**config.mk**
```make
export PLATFORM = sky130hd
export DESIGN_NAME = vscale_mem_arbiter_flat
export DESIGN_NICKNAME = d
export VERILOG_FILES = /design/src/rtl/vscale_mem_arbiter_pkg.sv /design/src/rtl/vscale_mem_arbiter_if.sv /design/src/rtl/vscale_mem_arb_timeout.sv /design/src/rtl/vscale_mem_arbiter.sv /design/src/flat_wrapper.sv
export SDC_FILE = /design/constraint.sdc
export NUM_CORES = 1
export LEC_CHECK = 0
export CAP_MARGIN = 15
export CELL_PAD_IN_SITES_DETAIL_PLACEMENT = 1
export CELL_PAD_IN_SITES_GLOBAL_PLACEMENT = 2
export CORE_AREA = 2 2 144 146
export CTS_BUF_LIST = sky130_fd_sc_hd__clkbuf_2 sky130_fd_sc_hd__clkbuf_4 sky130_fd_sc_hd__clkbuf_8
export CTS_CLUSTER_DIAMETER = 150
export DETAILED_ROUTE_END_ITERATION = 8
export DIE_AREA = 0 0 146 148
export PLACE_DENSITY_LB_ADDON = 0.25
export RECOVER_POWER = 100
export REMOVE_ABC_BUFFERS = 1
export SYNTH_ARGS = -nofsm -noshare
export SYNTH_HDL_FRONTEND = slang
export SYNTH_HIERARCHICAL = 1
export SYNTH_SLANG_ARGS = --single-unit
```
**constraint.sdc**
```tcl
create_clock -name clk -period 6.8 [get_ports clk]
set_input_delay 0.68 -clock clk [delete_from_list [all_inputs] [get_ports clk]]
set_output_delay 0.68 -clock clk [all_outputs]
set_load 0.01 [all_outputs]
```
**src/rtl/vscale_mem_arbiter_pkg.sv**
```systemverilog
// Shared encodings for the vscale imem/dmem memory arbiter: FSM states, owner ids,
// memory size codes and the dmem alignment rule.
package vscale_mem_arbiter_pkg;

  typedef enum logic [2:0] {
    ST_IDLE  = 3'd0,
    ST_REQ   = 3'd1,
    ST_RESP  = 3'd2,
    ST_ERR   = 3'd3,
    ST_DRAIN = 3'd4
  } arb_state_e;

  typedef enum logic {
    OWNER_IMEM = 1'b0,
    OWNER_DMEM = 1'b1
  } owner_e;

  localparam logic [2:0] MEM_SIZE_BYTE = 3'd0;
  localparam logic [2:0] MEM_SIZE_HALF = 3'd1;
  localparam logic [2:0] MEM_SIZE_WORD = 3'd2;

  localparam int TMO_W = 16;

  // Size codes above word are illegal and are reported the same way as misalignment.
  function automatic logic dmem_misaligned(input logic [2:0] size, input logic [1:0] addr_lo);
    logic bad;
    case (size)
      MEM_SIZE_BYTE: bad = 1'b0;
      MEM_SIZE_HALF: bad = addr_lo[0];
      MEM_SIZE_WORD: bad = (addr_lo != 2'b00);
      default:       bad = 1'b1;
    endcase
    return bad;
  endfunction

endpackage

```
**src/rtl/vscale_mem_arbiter_if.sv**
```systemverilog
// Request/response bundle between the fetch side, the data side and the shared memory port.
// slave is the arbiter's view; master is the view of the cores plus memory around it.
interface vscale_mem_arbiter_if #(
  parameter int ADDR_WIDTH = 32,
  parameter int DATA_WIDTH = 32
);
  logic                  imem_req_valid;
  logic                  imem_req_ready;
  logic [ADDR_WIDTH-1:0] imem_req_addr;
  logic                  imem_resp_valid;
  logic [DATA_WIDTH-1:0] imem_resp_rdata;
  logic                  imem_badmem_e;

  logic                  dmem_req_valid;
  logic                  dmem_req_ready;
  logic [ADDR_WIDTH-1:0] dmem_req_addr;
  logic                  dmem_req_wen;
  logic [2:0]            dmem_req_size;
  logic [DATA_WIDTH-1:0] dmem_req_wdata;
  logic                  dmem_resp_valid;
  logic [DATA_WIDTH-1:0] dmem_resp_rdata;
  logic                  dmem_badmem_e;

  logic                  mem_req_valid;
  logic                  mem_req_ready;
  logic [ADDR_WIDTH-1:0] mem_req_addr;
  logic                  mem_req_wen;
  logic [2:0]            mem_req_size;
  logic [DATA_WIDTH-1:0] mem_req_wdata;
  logic                  mem_resp_valid;
  logic [DATA_WIDTH-1:0] mem_resp_rdata;
  logic                  mem_resp_err;

  modport slave (
    input  imem_req_valid, imem_req_addr,
    output imem_req_ready, imem_resp_valid, imem_resp_rdata, imem_badmem_e,
    input  dmem_req_valid, dmem_req_addr, dmem_req_wen, dmem_req_size, dmem_req_wdata,
    output dmem_req_ready, dmem_resp_valid, dmem_resp_rdata, dmem_badmem_e,
    output mem_req_valid, mem_req_addr, mem_req_wen, mem_req_size, mem_req_wdata,
    input  mem_req_ready, mem_resp_valid, mem_resp_rdata, mem_resp_err
  );

  modport master (
    output imem_req_valid, imem_req_addr,
    input  imem_req_ready, imem_resp_valid, imem_resp_rdata, imem_badmem_e,
    output dmem_req_valid, dmem_req_addr, dmem_req_wen, dmem_req_size, dmem_req_wdata,
    input  dmem_req_ready, dmem_resp_valid, dmem_resp_rdata, dmem_badmem_e,
    input  mem_req_valid, mem_req_addr, mem_req_wen, mem_req_size, mem_req_wdata,
    output mem_req_ready, mem_resp_valid, mem_resp_rdata, mem_resp_err
  );

endinterface

```
**src/rtl/vscale_mem_arb_timeout.sv**
```systemverilog
// Loadable saturating down-counter: clear loads LIMIT, en decrements, expired when it reads zero.
// expired is a plain decode of the count register; no backpressure.
module vscale_mem_arb_timeout
  import vscale_mem_arbiter_pkg::*;
#(
  parameter int unsigned LIMIT = 255
) (
  input  logic clk,
  input  logic reset,
  input  logic clear,
  input  logic en,
  output logic expired
);

  localparam logic [TMO_W-1:0] LOAD_VAL = TMO_W'(LIMIT);

  logic [TMO_W-1:0] cnt_q;
  logic [TMO_W-1:0] cnt_d;

  always_comb begin
    cnt_d = cnt_q;
    if (clear) begin
      cnt_d = LOAD_VAL;
    end else if (en && (cnt_q != '0)) begin
      cnt_d = cnt_q - TMO_W'(1);
    end
  end

  assign expired = (cnt_q == '0);

  always_ff @(posedge clk or negedge reset) begin
    if (!reset) begin
      cnt_q <= '0;
    end else begin
      cnt_q <= cnt_d;
    end
  end

endmodule

```
**src/rtl/vscale_mem_arbiter.sv**
```systemverilog
// Shares one memory port between imem and dmem, one transaction in flight; accept->mem_req_valid 1 cycle,
// response forwarded combinationally; requests are held off (ready low) until the current one completes.
module vscale_mem_arbiter
  import vscale_mem_arbiter_pkg::*;
#(
  parameter int          ADDR_WIDTH     = 32,
  parameter int          DATA_WIDTH     = 32,
  parameter int unsigned TIMEOUT_CYCLES = 255
) (
  input  logic                  clk,
  input  logic                  reset,
  vscale_mem_arbiter_if.slave   bus
);

  arb_state_e            state_q, state_d;
  owner_e                owner_q, owner_d;
  owner_e                last_grant_q, last_grant_d;
  logic [ADDR_WIDTH-1:0] addr_q, addr_d;
  logic                  wen_q, wen_d;
  logic [2:0]            size_q, size_d;
  logic [DATA_WIDTH-1:0] wdata_q, wdata_d;

  logic                  grant_imem;
  logic                  grant_dmem;
  logic                  imem_rdy;
  logic                  dmem_rdy;
  logic                  mem_vld;
  logic                  tmo_clear;
  logic                  tmo_en;
  logic                  tmo_expired;
  logic                  resp_fire;
  logic                  resp_err;
  logic [DATA_WIDTH-1:0] resp_data;
  logic                  fire_imem;
  logic                  fire_dmem;

  // On a tie the side that did not win last time gets the port.
  assign grant_dmem = bus.dmem_req_valid && (!bus.imem_req_valid || (last_grant_q == OWNER_IMEM));
  assign grant_imem = bus.imem_req_valid && !grant_dmem;

  always_comb begin
    state_d      = state_q;
    owner_d      = owner_q;
    last_grant_d = last_grant_q;
    addr_d       = addr_q;
    wen_d        = wen_q;
    size_d       = size_q;
    wdata_d      = wdata_q;
    imem_rdy     = 1'b0;
    dmem_rdy     = 1'b0;
    mem_vld      = 1'b0;
    tmo_clear    = 1'b0;
    tmo_en       = 1'b0;
    resp_fire    = 1'b0;
    resp_err     = 1'b0;
    resp_data    = '0;

    case (state_q)
      ST_IDLE: begin
        imem_rdy = grant_imem;
        dmem_rdy = grant_dmem;
        if (grant_dmem) begin
          owner_d      = OWNER_DMEM;
          last_grant_d = OWNER_DMEM;
          addr_d       = bus.dmem_req_addr;
          wen_d        = bus.dmem_req_wen;
          size_d       = bus.dmem_req_size;
          wdata_d      = bus.dmem_req_wdata;
          state_d      = dmem_misaligned(bus.dmem_req_size, bus.dmem_req_addr[1:0]) ? ST_ERR : ST_REQ;
        end else if (grant_imem) begin
          owner_d      = OWNER_IMEM;
          last_grant_d = OWNER_IMEM;
          addr_d       = bus.imem_req_addr;
          wen_d        = 1'b0;
          size_d       = MEM_SIZE_WORD;
          wdata_d      = '0;
          state_d      = (bus.imem_req_addr[1:0] != 2'b00) ? ST_ERR : ST_REQ;
        end
      end

      ST_REQ: begin
        mem_vld = 1'b1;
        if (bus.mem_req_ready) begin
          tmo_clear = 1'b1;
          state_d   = ST_RESP;
        end
      end

      // A real response takes priority over a timeout landing in the same cycle.
      ST_RESP: begin
        if (bus.mem_resp_valid) begin
          resp_fire = 1'b1;
          resp_err  = bus.mem_resp_err;
          resp_data = bus.mem_resp_rdata;
          state_d   = ST_IDLE;
        end else if (tmo_expired) begin
          resp_fire = 1'b1;
          resp_err  = 1'b1;
          state_d   = ST_DRAIN;
        end else begin
          tmo_en = 1'b1;
        end
      end

      ST_ERR: begin
        resp_fire = 1'b1;
        resp_err  = 1'b1;
        state_d   = ST_IDLE;
      end

      // The timed-out response is still owed by memory; swallow it before reusing the port.
      ST_DRAIN: begin
        if (bus.mem_resp_valid) begin
          state_d = ST_IDLE;
        end
      end

      default: begin
        state_d = ST_IDLE;
      end
    endcase
  end

  always_ff @(posedge clk or negedge reset) begin
    if (!reset) begin
      state_q      <= ST_IDLE;
      owner_q      <= OWNER_IMEM;
      last_grant_q <= OWNER_IMEM;
      addr_q       <= '0;
      wen_q        <= 1'b0;
      size_q       <= '0;
      wdata_q      <= '0;
    end else begin
      state_q      <= state_d;
      owner_q      <= owner_d;
      last_grant_q <= last_grant_d;
      addr_q       <= addr_d;
      wen_q        <= wen_d;
      size_q       <= size_d;
      wdata_q      <= wdata_d;
    end
  end

  vscale_mem_arb_timeout #(
    .LIMIT (TIMEOUT_CYCLES)
  ) u_timeout (
    .clk     (clk),
    .reset   (reset),
    .clear   (tmo_clear),
    .en      (tmo_en),
    .expired (tmo_expired)
  );

  assign fire_imem = resp_fire && (owner_q == OWNER_IMEM);
  assign fire_dmem = resp_fire && (owner_q == OWNER_DMEM);

  assign bus.imem_req_ready  = imem_rdy;
  assign bus.dmem_req_ready  = dmem_rdy;

  assign bus.mem_req_valid   = mem_vld;
  assign bus.mem_req_addr    = addr_q;
  assign bus.mem_req_wen     = wen_q;
  assign bus.mem_req_size    = size_q;
  assign bus.mem_req_wdata   = wdata_q;

  assign bus.imem_resp_valid = fire_imem;
  assign bus.imem_resp_rdata = fire_imem ? resp_data : '0;
  assign bus.imem_badmem_e   = fire_imem && resp_err;

  assign bus.dmem_resp_valid = fire_dmem;
  assign bus.dmem_resp_rdata = fire_dmem ? resp_data : '0;
  assign bus.dmem_badmem_e   = fire_dmem && resp_err;

endmodule

```
**src/flat_wrapper.sv**
```systemverilog
// flat-port wrapper written by rule: the top's interface ports become plain ports
module vscale_mem_arbiter_flat import vscale_mem_arbiter_pkg::*;
#(
  parameter int          ADDR_WIDTH     = 32,
  parameter int          DATA_WIDTH     = 32,
  parameter int unsigned TIMEOUT_CYCLES = 255
)
  (clk, reset, bus_imem_req_valid, bus_imem_req_addr, bus_imem_req_ready, bus_imem_resp_valid, bus_imem_resp_rdata, bus_imem_badmem_e, bus_dmem_req_valid, bus_dmem_req_addr, bus_dmem_req_wen, bus_dmem_req_size, bus_dmem_req_wdata, bus_dmem_req_ready, bus_dmem_resp_valid, bus_dmem_resp_rdata, bus_dmem_badmem_e, bus_mem_req_valid, bus_mem_req_addr, bus_mem_req_wen, bus_mem_req_size, bus_mem_req_wdata, bus_mem_req_ready, bus_mem_resp_valid, bus_mem_resp_rdata, bus_mem_resp_err);
  vscale_mem_arbiter_if #(.ADDR_WIDTH(ADDR_WIDTH), .DATA_WIDTH(DATA_WIDTH)) bus_i ();
  input  logic clk;
  input  logic reset;
  input wire logic [$bits(bus_i.imem_req_valid)-1:0] bus_imem_req_valid;
  input wire logic [$bits(bus_i.imem_req_addr)-1:0] bus_imem_req_addr;
  output wire logic [$bits(bus_i.imem_req_ready)-1:0] bus_imem_req_ready;
  output wire logic [$bits(bus_i.imem_resp_valid)-1:0] bus_imem_resp_valid;
  output wire logic [$bits(bus_i.imem_resp_rdata)-1:0] bus_imem_resp_rdata;
  output wire logic [$bits(bus_i.imem_badmem_e)-1:0] bus_imem_badmem_e;
  input wire logic [$bits(bus_i.dmem_req_valid)-1:0] bus_dmem_req_valid;
  input wire logic [$bits(bus_i.dmem_req_addr)-1:0] bus_dmem_req_addr;
  input wire logic [$bits(bus_i.dmem_req_wen)-1:0] bus_dmem_req_wen;
  input wire logic [$bits(bus_i.dmem_req_size)-1:0] bus_dmem_req_size;
  input wire logic [$bits(bus_i.dmem_req_wdata)-1:0] bus_dmem_req_wdata;
  output wire logic [$bits(bus_i.dmem_req_ready)-1:0] bus_dmem_req_ready;
  output wire logic [$bits(bus_i.dmem_resp_valid)-1:0] bus_dmem_resp_valid;
  output wire logic [$bits(bus_i.dmem_resp_rdata)-1:0] bus_dmem_resp_rdata;
  output wire logic [$bits(bus_i.dmem_badmem_e)-1:0] bus_dmem_badmem_e;
  output wire logic [$bits(bus_i.mem_req_valid)-1:0] bus_mem_req_valid;
  output wire logic [$bits(bus_i.mem_req_addr)-1:0] bus_mem_req_addr;
  output wire logic [$bits(bus_i.mem_req_wen)-1:0] bus_mem_req_wen;
  output wire logic [$bits(bus_i.mem_req_size)-1:0] bus_mem_req_size;
  output wire logic [$bits(bus_i.mem_req_wdata)-1:0] bus_mem_req_wdata;
  input wire logic [$bits(bus_i.mem_req_ready)-1:0] bus_mem_req_ready;
  input wire logic [$bits(bus_i.mem_resp_valid)-1:0] bus_mem_resp_valid;
  input wire logic [$bits(bus_i.mem_resp_rdata)-1:0] bus_mem_resp_rdata;
  input wire logic [$bits(bus_i.mem_resp_err)-1:0] bus_mem_resp_err;
  assign bus_i.imem_req_valid = bus_imem_req_valid;
  assign bus_i.imem_req_addr = bus_imem_req_addr;
  assign bus_imem_req_ready = bus_i.imem_req_ready;
  assign bus_imem_resp_valid = bus_i.imem_resp_valid;
  assign bus_imem_resp_rdata = bus_i.imem_resp_rdata;
  assign bus_imem_badmem_e = bus_i.imem_badmem_e;
  assign bus_i.dmem_req_valid = bus_dmem_req_valid;
  assign bus_i.dmem_req_addr = bus_dmem_req_addr;
  assign bus_i.dmem_req_wen = bus_dmem_req_wen;
  assign bus_i.dmem_req_size = bus_dmem_req_size;
  assign bus_i.dmem_req_wdata = bus_dmem_req_wdata;
  assign bus_dmem_req_ready = bus_i.dmem_req_ready;
  assign bus_dmem_resp_valid = bus_i.dmem_resp_valid;
  assign bus_dmem_resp_rdata = bus_i.dmem_resp_rdata;
  assign bus_dmem_badmem_e = bus_i.dmem_badmem_e;
  assign bus_mem_req_valid = bus_i.mem_req_valid;
  assign bus_mem_req_addr = bus_i.mem_req_addr;
  assign bus_mem_req_wen = bus_i.mem_req_wen;
  assign bus_mem_req_size = bus_i.mem_req_size;
  assign bus_mem_req_wdata = bus_i.mem_req_wdata;
  assign bus_i.mem_req_ready = bus_mem_req_ready;
  assign bus_i.mem_resp_valid = bus_mem_resp_valid;
  assign bus_i.mem_resp_rdata = bus_mem_resp_rdata;
  assign bus_i.mem_resp_err = bus_mem_resp_err;
  vscale_mem_arbiter #(.ADDR_WIDTH(ADDR_WIDTH), .DATA_WIDTH(DATA_WIDTH), .TIMEOUT_CYCLES(TIMEOUT_CYCLES)) u_core (.clk(clk), .reset(reset), .bus(bus_i));
endmodule
```
# After elaboration in Yosys (flattened, before gate mapping)
# Index checks and enable logic that the tools add are counted.
[totals]
out_inout_bits = 139
register_bits = 88
[op_classes]
eq_ne = 10
n_reduce_logical = 20
n_bitwise = 1
n_mux = 40
n_addsub = 1
[op_table]
columns = ["operator", "count"]
rows = [
  ["2-to-1 mux 32 bit", 8],
  ["2-to-1 mux 16 bit", 2],
  ["2-to-1 mux 3 bit", 8],
  ["logical NOT 16 bit", 1],
  ["2-to-1 mux 1 bit", 16],
  ["nonzero test 16 bit", 1],
  ["subtractor 16 x 1 -> 16 bit, second input constant", 1],
  ["one-hot mux 3 bit (4 select lines)", 1],
  ["equality test 3 x 2 -> 1 bit, second input constant", 3],
  ["nonzero test 2 bit", 4],
  ["logical AND 1 bit", 7],
  ["equality test 3 x 1 -> 1 bit, second input constant", 2],
  ["logical NOT 3 bit", 2],
  ["2-to-1 mux 2 bit", 2],
  ["inequality test 2 bit, second input constant", 2],
  ["one-hot mux 1 bit (2 select lines)", 2],
  ["AND reduction 4 bit", 1],
  ["equality test 3 bit, second input constant", 1],
  ["inequality test 3 x 1 -> 1 bit, second input constant", 1],
  ["inequality test 3 x 2 -> 1 bit, second input constant", 1],
  ["one-hot mux 1 bit (3 select lines)", 1],
  ["logical NOT 1 bit", 2],
  ["AND reduction 2 bit", 1],
  ["logical OR 1 bit", 1],
  ["NOT 1 bit", 1],
]

# Depth between registers and ports, before layout
[logic_depth]
word_depth = 8
depth_mapped = 10
ltp_nobuf = 8

# Hierarchy
# The synthesis kept the hierarchy.
[modules_own_cells]
columns = ["mod", "cells_per_inst", "seq_area_each_um2", "instances", "area_each_um2"]
rows = [
  ["vscale_mem_arbiter", 372, 1801.7, 1, 3612.2],
  ["vscale_mem_arb_timeout", 97, 400.4, 1, 949.7],
]

# Worst setup path after synthesis
# OpenSTA, ideal clock, no wires.
[synth_path]
kind = "reg-to-output"
start = "register u_core.u_timeout.cnt_q[10]"
end = "output port bus_imem_resp_rdata[10]"
stages_incl_launch_ff = 11
setup_slack_ns = 3.734
path_buffers = 3
required_time_ns = 6.120
arrival_time_ns = 2.386
path_cell_list = "dfrtp_1 or4_4 buf_6 nor4b_4 and4_1 nor3_1 and2b_1 nand2b_1 buf_6 buf_6 nor2_2"
[synth_via]
elab_chain_len = 6
[synth_rtl]
columns = ["item", "line_no", "source"]
rows = [
  ["start, declared", "vscale_mem_arb_timeout.sv:17", "logic [TMO_W-1:0] cnt_q;"],
  ["start signal, assigned", "vscale_mem_arb_timeout.sv:35", "cnt_q <= cnt_d;"],
  ["logical NOT 16 bit", "vscale_mem_arb_timeout.sv:29", "assign expired = (cnt_q == '0);"],
  ["via u_core.tmo_expired", "vscale_mem_arbiter.sv:30", "logic tmo_expired;"],
  ["2-to-1 mux 1 bit", "vscale_mem_arbiter.sv:96", "end else if (tmo_expired) begin"],
  ["2-to-1 mux 1 bit", "vscale_mem_arbiter.sv:91", "if (bus.mem_resp_valid) begin"],
  ["one-hot mux 1 bit (2 select lines)", "vscale_mem_arbiter.sv:58", "case (state_q)"],
  ["logical AND 1 bit", "vscale_mem_arbiter.sv:154", "assign fire_imem = resp_fire && (owner_q == OWNER_IMEM);"],
  ["2-to-1 mux 32 bit", "vscale_mem_arbiter.sv:167", "assign bus.imem_resp_rdata = fire_imem ? resp_data : '0;"],
  ["end, declared", "flat_wrapper.sv:16", "output wire logic [$bits(bus_i.imem_resp_rdata)-1:0] bus_imem_resp_rdata;"],
]
# The timed path passes the listed nets, and every way through them passes these cells.

# Worst setup path in the final report
[layout_path]
start = "input port bus_imem_req_valid"
end = "output port bus_dmem_req_ready"
[layout_via]
elab_chain_len = 4
[layout_rtl]
columns = ["item", "line_no", "source"]
rows = [
  ["start, declared", "flat_wrapper.sv:12", "input wire logic [$bits(bus_i.imem_req_valid)-1:0] bus_imem_req_valid;"],
  ["logical NOT 1 bit", "vscale_mem_arbiter.sv:38", "assign grant_dmem = bus.dmem_req_valid && (!bus.imem_req_valid || (last_grant_q == OWNER_IMEM));"],
  ["logical OR 1 bit", "vscale_mem_arbiter.sv:38", ""],
  ["logical AND 1 bit", "vscale_mem_arbiter.sv:38", ""],
  ["2-to-1 mux 1 bit", "vscale_mem_arbiter.sv:58", ""],
  ["end, declared", "flat_wrapper.sv:23", "output wire logic [$bits(bus_i.dmem_req_ready)-1:0] bus_dmem_req_ready;"],
]
# Every way passes these cells.

==> flow_summary.json <==
{
  "outcome": "complete, but fails checks",
  "violations": "capacitance limit, slew limit",
  "rsz0062_at_grt": "false",
  "hold_ws_ns": 0.449,
  "grt_use_total_pct": 15.2,
  "hold_viol_final": 0,
  "async_flop_share_pct": 100,
  "drive_above_1_share_pct": 5.87,
  "path_clk_slew_ns": 0.09,
  "fin_nets": 867,
  "yosysSeqAreaShare_pct": 48.3,
  "synth_edf_count": 0,
  "hold_buffers": 0,
  "power_density_mw_per_mm2": 314,
  "cp-end-kind": "output port",
  "fin_ws_ns": 1.45,
  "vias_per_cell": 4.48,
  "initial_core_util_pct": 22.8,
  "syn_inst": 469,
  "critPathLaunchType": "primary input",
  "clk_latency_ns": 0.39,
  "post_layout_nonfiller_instances": 1002,
  "hold_class": "in2async",
  "dr_total_vias": 4487,
  "finalMaxSlewViolations": 212,
  "io_pins": 278,
  "worstMarginPinSlew_ns": 4.05,
  "crit_path_cell_trace": "dlygate4sd3_1 > a21boi_4 > clkbuf_1 > and2_4 > clkdlybuf4s50_1",
  "grt_pass1_wl_um": 26100,
  "place_ws_ns": 2.68,
  "power.leakage_nw": 3.32,
  "netlist_area_mm2": 0.00456,
  "core_mm2": 0.0200,
  "post_cts_buffers": 0,
  "cts_made_buffers": 9,
  "drcViolationCount": 0,
  "clock_path_buffers": 2,
  "slew_headroom_pct": -170,
  "die_y_um": 148,
  "antenna_found_initial": 0,
  "port_buffers": 277,
  "cap_violations": 3,
  "clkSinkCount": 88,
  "placed_cell_area_mm2": 0.00747,
  "required_ns": 6.12,
  "path_class": "in2out",
  "synth_warnings": 6,
  "antenna_left": 0,
  "areaGrowthSynthToFinish_pct": 67.3,
  "slowest_delay_ns": 1.77,
  "final.setup.tns_ns": 0,
  "synth_most_common_cell": "dfrtp_1",
  "fmaxAchievable_ghz": 0.187,
  "period_needed_ns": 5.35,
  "ys_top_cells_by_area": "dfrtp_1 48%, mux2i_1 7.2%, a22o_1 6.7%",
  "critical-path-top-delay-family": "buffers and inverters",
  "worstPathArrival_ns": 4.67,
  "critPathBufInv": 3,
  "finalWirelength_um": 16900,
  "finalSetupViolations": 0,
  "clockRootBuffer": "clkbuf_8",
  "firstDrtPassIters": 4,
  "synth_cell_type_count": 52,
  "dieArea_mm2": 0.0216,
  "dp_cells": 985,
  "dpl.hpwl_um": 12800,
  "synth_common_cells": "88 x dfrtp_1, 71 x nand2_1, 44 x nor2_1",
  "grt_pass1_vias": 4748,
  "first_iter_violations": 175,
  "cts_tree": "done",
  "synth_top_area_cell": "dfrtp_1",
  "ir_worst_vdd_mv": 0.152,
  "grt_max_degree": 103,
  "cp_max_fo": 38,
  "synth_ff_type": "dfrtp_1",
  "fill_cells": 2330,
  "avgSynthCellArea_um2": 9.73,
  "rrSetupSlack_ns": 2.39,
  "final.setup_skew_ns": 0.0113,
  "place_congestion": 0.765,
  "diodes": 0,
  "die_w_um": 146,
  "synth-seq-cells": 88,
  "cpMaxStageDelayCell": "clkbuf_1",
  "grt-ovfl-total": 0,
  "cts_resized": 0,
  "htreeDepth": 3,
  "rows": 52,
  "final_design_area_no_fill_mm2": 0.00763,
  "routedWlPerCell_um": 16.9,
  "min_period_over_period_pct": 78.7,
  "yosys.area.top_type_share_pct": 48.3
}
kinds of logic after synthesis:
group	Yosys count	share of synthesized area, %
simple gates	196	21.8
fa+ha+maj	1	0.274
compound gates	106	16.0
flops	88	48.3
mux	34	7.49
buf+inv	44	6.17
power by group:
part	leakage (nW)	internal, mW	switching [mW]	total (mW)
sequential	1.10	0.731	0.127	0.857
combinational	2.12	0.568	0.578	1.15
clock	0.103	0.177	0.219	0.396
final timing paths:
check	cells past startpoint	startpoint	endpoint
worst max-delay path	5	bus_imem_req_valid	bus_dmem_req_ready
worst max register to register	4	u_core/state_q[1]	u_core/bus.mem_req_addr[24]
worst min register to register	2	u_core/bus.mem_req_addr[4]	u_core/bus.mem_req_addr[4]
min in group clk	2	u_core/bus.mem_req_addr[4]	u_core/bus.mem_req_addr[4]
max in group asynchronous	2	reset	u_core/bus.mem_req_wdata[22]
worst min-delay path	1	reset	u_core/bus.mem_req_addr[21]
layout by cell type (no fill, tap or decap), types with 2 or more instances in the layout:
master	netlist	routed
a211o_1	2	2
a211oi_1	3	3
a21o_1	2	2
a21oi_1	14	14
a22o_1	35	35
and2b_1	3	3
and3_1	2	2
and4_1	2	2
clkbuf_1	3	4
clkbuf_8	0	9
clkdlybuf4s50_1	0	154
dfrtp_1	88	88
dlygate4sd3_1	0	122
inv_1	10	10
inv_6	0	3
mux2i_1	33	33
nand2_1	71	72
nand2b_1	4	3
nand3_1	3	3
nand4_1	2	2
nor2_1	44	58
nor2_2	29	15
nor2b_1	3	3
nor3_1	10	10
nor4_1	4	4
nor4b_1	1	2
o211ai_1	2	2
o21ai_0	26	33
o31ai_1	8	8
or3_2	2	2
or4_1	4	5
layer usage:
metal	global-route usage (%)	part of all wire, %	vias to the layer above
met5	0	0	-
met4	4.85	1.6	0
met3	6.45	10	19
met2	25.6	47	195
met1	17.7	42	2111
li1	-	-	2162
final cells by class:
type                    count  area (um^2)  area share, %
clock buffers               9          124           1.62
flip-flops and latches     88         2200           28.9
repair buffers            281         2810           36.8
well taps                 270          338           4.43
multi-input cells         337         2040           26.7
clock inverters             7         83.8           1.10
inverters                  10         37.5          0.492
sequential cells by signal (all words and copies together), names as in the netlist:
signal / cells
u_core/bus.mem_req_wdata: 32
u_core/bus.mem_req_wen: 1
u_core/u_timeout/cnt_q: 16
u_core/state_q: 3
u_core/bus.mem_req_addr: 32
u_core/last_grant_q: 1
u_core/bus.mem_req_size: 3
per-stage QoR:
step                utilization [%]  power (mW)
detailed placement             37.3        2.10
global placement               37.3        2.07
floorplan                         -        1.39
finish                         38.1        2.40
CTS                            38.3        2.52
global route                   38.1        2.58
No activity file was read; power rests on OpenSTA's default activity.
